File: config.mk
export PLATFORM = sky130hd
export DESIGN_NAME = wfifo_wr_arbiter
export DESIGN_NICKNAME = d
export VERILOG_FILES = /design/src/rtl/wfifo_wr_arbiter.sv
export SDC_FILE = /design/constraint.sdc
export NUM_CORES = 1
export LEC_CHECK = 0
export CORE_ASPECT_RATIO = 1.4
export CORE_MARGIN = 2
export CORE_UTILIZATION = 35
export CTS_CLUSTER_SIZE = 14
export DETAILED_ROUTE_END_ITERATION = 10
export GPL_TIMING_DRIVEN = 0
export PLACE_DENSITY_LB_ADDON = 0.1
export RECOVER_POWER = 100
export SYNTH_ARGS = -nofsm -noshare
export SYNTH_HDL_FRONTEND = slang
export SYNTH_SLANG_ARGS = --single-unit
File: constraint.sdc
create_clock -name wclk -period 3.2 [get_ports wclk]
set_input_delay 0.64 -clock wclk [delete_from_list [all_inputs] [get_ports wclk]]
set_output_delay 0.64 -clock wclk [all_outputs]
set_load 0.05 [all_outputs]
File: src/rtl/wfifo_wr_arbiter.sv
// rtl/wfifo_wr_arbiter.sv - round-robin write-port arbiter for the async FIFO write domain
module wfifo_wr_arbiter #(
  parameter int NREQ     = 4,
  parameter int DSIZE    = 8,
  parameter int PKT_MODE = 1,
  parameter int IDW      = 2
) (
  input  logic                  wclk,
  input  logic                  wrst_n,
  input  logic [NREQ-1:0]       req_valid,
  input  logic [NREQ-1:0]       req_last,
  input  logic [NREQ*DSIZE-1:0] req_data,
  output logic [NREQ-1:0]       req_ready,
  input  logic                  wfull,
  input  logic                  awfull,
  output logic                  winc,
  output logic [DSIZE-1:0]      wdata,
  output logic [IDW-1:0]        grant_id,
  output logic                  locked
);

  typedef enum logic {IDLE = 1'b0, LOCK = 1'b1} state_t;

  state_t          state;
  logic [IDW-1:0]  rr_ptr;
  logic            turn;
  logic [IDW-1:0]  cand;
  logic            cand_found;
  logic [IDW:0]    scan_sum;
  logic            start;
  logic [NREQ-1:0] xfer;
  logic            owner_xfer;

  function automatic logic [IDW-1:0] next_idx(input logic [IDW-1:0] idx);
    if (idx == IDW'(NREQ - 1)) return '0;
    return idx + IDW'(1);
  endfunction

  // Round-robin scan: first valid requester at or after rr_ptr, wrapping at NREQ
  always_comb begin
    cand       = '0;
    cand_found = 1'b0;
    scan_sum   = '0;
    for (int k = 0; k < NREQ; k++) begin
      scan_sum = {1'b0, rr_ptr} + (IDW+1)'(k);
      if (scan_sum >= (IDW+1)'(NREQ)) scan_sum = scan_sum - (IDW+1)'(NREQ);
      if (!cand_found && req_valid[scan_sum[IDW-1:0]]) begin
        cand       = scan_sum[IDW-1:0];
        cand_found = 1'b1;
      end
    end
  end

  // A new owner starts only with two free slots; the cycle after a packet is a turnaround bubble
  assign start = (state == IDLE) && !turn && cand_found && !wfull && !awfull;

  // Ready goes to at most one requester: the locked owner, or the freshly chosen candidate
  always_comb begin
    req_ready = '0;
    if (wrst_n) begin
      if (state == LOCK) begin
        for (int i = 0; i < NREQ; i++) begin
          if (IDW'(i) == grant_id) req_ready[i] = ~wfull;
        end
      end else if (start) begin
        req_ready[cand] = 1'b1;
      end
    end
  end

  assign xfer       = req_valid & req_ready;
  assign winc       = |xfer;
  assign owner_xfer = xfer[grant_id];

  // Write data is the transferring requester's beat, zero when nothing moves
  always_comb begin
    wdata = '0;
    for (int i = 0; i < NREQ; i++) begin
      if (xfer[i]) wdata = req_data[i*DSIZE +: DSIZE];
    end
  end

  // Ownership FSM: lock on a non-last first beat, release and rotate priority on the last beat
  always_ff @(posedge wclk or negedge wrst_n) begin
    if (!wrst_n) begin
      state    <= IDLE;
      rr_ptr   <= '0;
      grant_id <= '0;
      locked   <= 1'b0;
      turn     <= 1'b0;
    end else begin
      case (state)
        IDLE: begin
          turn <= 1'b0;
          if (start) begin
            grant_id <= cand;
            if (PKT_MODE != 0 && !req_last[cand]) begin
              state  <= LOCK;
              locked <= 1'b1;
            end else begin
              rr_ptr <= next_idx(cand);
            end
          end
        end
        LOCK: begin
          if (owner_xfer && req_last[grant_id]) begin
            state  <= IDLE;
            locked <= 1'b0;
            turn   <= 1'b1;
            rr_ptr <= next_idx(grant_id);
          end
        end
        default: state <= IDLE;
      endcase
    end
  end

endmodule

==> summary.md <==
| Metric | Value |
|---|---|
| Max-cap violation count | `0` |
| Clock Root Buffer | `clkbuf_8` |
| Hold Path Depth | `2` |
| Min-delay worst type | `register to register` |
| Total power | `1210 µW` |
| Post-synth top flop | `dfrtp_1` |
| Final slew viol count | `0` |
| 1st-pass router iterations | `4` |
| F_max | `276 MHz` |
| Worst path most repeated cell | `o21ai_4` |
| Most common cell after layout, fill and taps aside | `clkdlybuf4s50_1` |
| RSZ-0062 raised after global routing | `yes` |
| Global-route wire length before repair | `6400 µm` |
| Crit Path Class | `primary input to output port` |
| Worst skew pair latency | `0.23 ns` |
| Initial core utilization | `37.0%` |
| GPL Wtd Cong | `0.886` |
| CTS tree | `built` |
| CTS HTree Levels | `1` |
| Worst-Margin Slew | `0.527 ns` |
| Largest net degree at the start of global routing | `14` |
| Routed vias | `1387` |
| Critical path depth in cells | `11` |
| Placed inst area | `1850 µm²` |
| Syn nets | `194` |
| Yosys cell types | `42` |
| Area delta synth->final | `96.5%` |
| FFs w/ async S/R, synth | `100%` |
| Avg Vias per Cell | `5.59` |
| Post-synthesis register bit count | `7` |
| Maximum clock insertion buffer count | `2` |
| CTS clk-pin slew, worst paths | `0.04 ns` |
| Lkg Pwr | `0.000808 µW` |
| Register area share after synthesis | `16.5%` |
| Synth top area cells | `dfrtp_1, ha_1, o21ai_1` |
| Reg2Reg Setup Slack | `0.30 ns` |
| Post-synth EDFFs | `0` |
| Skew final | `0.000566 ns` |
| Final setup vio count | `11` |
| Fillers | `206` |
| Vias in the first global route | `1415` |
| Crit path time final | `3.62 ns` |
| Clock buffer count from CTS | `3` |
| Initial antenna violation count | `0` |
| Port Buf Inserts | `59` |
| Total instance count after detailed placement | `238` |
| Die width | `50.6 µm` |
| Warnings, synthesis | `0` |
| Total wire length | `4080 µm` |
| Final worst slack | `-0.423 ns` |
| Fin. Hold Viols | `0` |
| Iter 0 DRT Violations | `38` |
| CP Capture Type | `output port` |
| Worst path slowest cell | `or4b_4` |
| Core area | `2880 µm²` |
| WP data arrival | `2.98 ns` |
| R2R depth | `12` |
| Avg Inst Size Synth | `7.50 µm²` |
| Status | `finished, violations left` |
| Antenna-violating nets left | `0` |
| Fin util | `72.7%` |
| Design area | `2090 µm²` |
| Fraction of layout cells with a size suffix above 1 | `34.1%` |
| Share of the synthesized area in the top cell type | `16.5%` |
| Die ar. | `3510 µm²` |
| Die Ht | `69.3 µm` |
| Final net count | `264` |
| Mapped Area | `1060 µm²` |
| Commonest cells after routing, fill and taps aside | `clkdlybuf4s50_1, nand2_1, o21ai_4, a21oi_1, buf_6` |
| Maximum VDD drop | `0.495 mV` |
| Family with the most delay on the worst path | `simple AND/OR/NAND/NOR gates` |
| Pwr per Cell Area | `577 nW/µm²` |
| Relative slew slack | `64.7%` |
| # IOs | `60` |
| Worst-path maximum fanout | `8` |
| Grt total ovfl | `0` |
| Req. time, crit path | `2.56 ns` |
| Remaining routing DRC violations | `0` |
| Fin crit share | `113%` |
| Cell taking the most area after synthesis | `dfrtp_1` |
| Overall routing resource usage | `23.3%` |
| Avg WL per Cell | `16.5 µm` |
| Row count | `23` |
| Setup crit start kind | `primary input` |
| Crit path largest cell delay | `0.46 ns` |
| CTS Sinks | `7` |
| DP Wirelength | `2920 µm` |
| Synthesized instance count | `142` |
| Cell Chain, Critical Path | `buf_4 > or3b_4 > o221ai_4 > ha_2 > or4b_4 > a21o_4 > or2_1 > buf_8 > o21ai_4 > o21ai_4 > buf_6` |
| Failing checks | `negative setup slack` |
| CP bufs+invs | `3` |
| Non-filler cells, final | `248` |
| # diodes | `0` |
-- timing repair --
item,CTS,global route
setup endpoints to repair,15,10
cloned,0,0
hold buffers,0,0
gates resized for setup,125,8
buffers inserted,6,2
pin swaps,13,6
-- cell type report --
class / count / area [µm²] / area share [%]
Sequential cell: 7 / 176 / 8.43
Multi-Input combinational cell: 119 / 1070 / 51.1
Clock buffer: 4 / 45.0 / 2.15
Tap cell: 37 / 46.3 / 2.21
Buffer: 5 / 53.8 / 2.57
Inverter: 9 / 36.3 / 1.73
Timing Repair Buffer: 67 / 666 / 31.8
-- stage by stage --
step / hold slack (ns) / setup slack (ns) / setup TNS, ns
floorplan: 0.344 / -0.192 / -1.46
global placement: 0.464 / -1.70 / -17.55
detailed placement: 0.471 / -1.74 / -18.18
CTS: 0.481 / -0.426 / -3.46
global route: 0.521 / -0.502 / -4.89
finish: 0.468 / -0.423 / -3.92
-- registers in the layout, summed over array words and instances (netlist names) --
| register | flops |
|---|---|
| turn | 1 |
| rr_ptr | 2 |
| state | 1 |
| locked | 1 |
| grant_id | 2 |
-- final timing paths --
path | to | startpoint
setup reg to reg | rr_ptr[1]$_DFFE_PN0P_ | rr_ptr[1]$_DFFE_PN0P_
hold reg to reg | locked$_DFFE_PN0P_ | locked$_DFFE_PN0P_
min in group asynchronous | grant_id[1]$_DFFE_PN0P_ | wrst_n
max in group asynchronous | rr_ptr[1]$_DFFE_PN0P_ | wrst_n
hold / removal | locked$_DFFE_PN0P_ | locked$_DFFE_PN0P_
setup / recovery | wdata[0] | req_valid[0]
-- metal layers --
| layer | wire, µm | vias up | track usage [%] |
|---|---|---|---|
| met5 | 0 | - | 0 |
| met4 | 157 | 0 | 11.1 |
| met3 | 318 | 19 | 4.96 |
| met2 | 2150 | 70 | 44.7 |
| met1 | 1460 | 633 | 22.4 |
| li1 | - | 665 | - |
-- cell usage after synthesis, drive strengths merged, types with 3 or more instances --
cell,instances
nor2b,5
nand3,4
buf,5
ha,8
a221o,8
nand2,19
inv,9
o21ai,22
nor2,7
dfrtp,7
mux2i,3
a21oi,10
or4b,3
and2,3
-- power breakdown --
part           internal, µW  switching [µW]
combinational           380             511
sequential              130            63.0
clock                  86.1            37.4
total                   595             611
-- logic make-up (layout without fill, tap and decap cells) --
family                     after synthesis  after routing  synth area share [%]
AOI/OAI and AO/OA                       56             56                  36.8
adders and majority gates                8              8                  9.40
buffers and inverters                   16             85                  6.93
DFF                                      7              7                  16.5
muxes                                    5              5                  4.94
and+or+nand+nor                         50             50                  25.5
-- worst register-to-register path: stages (launching register included) --
cell and delay (ns):
dfrtp_2 0.46, mux2_4 0.34, o221ai_4 0.23, inv_2 0.09
ha_4 0.17, or4b_4 0.20, a21boi_4 0.07, buf_4 0.14
buf_4 0.12, a31oi_1 0.23, a2bb2oi_1 0.45, o22ai_1 0.16
a21oi_1 0.14
Note: power is estimated with default switching activity, not from simulation.
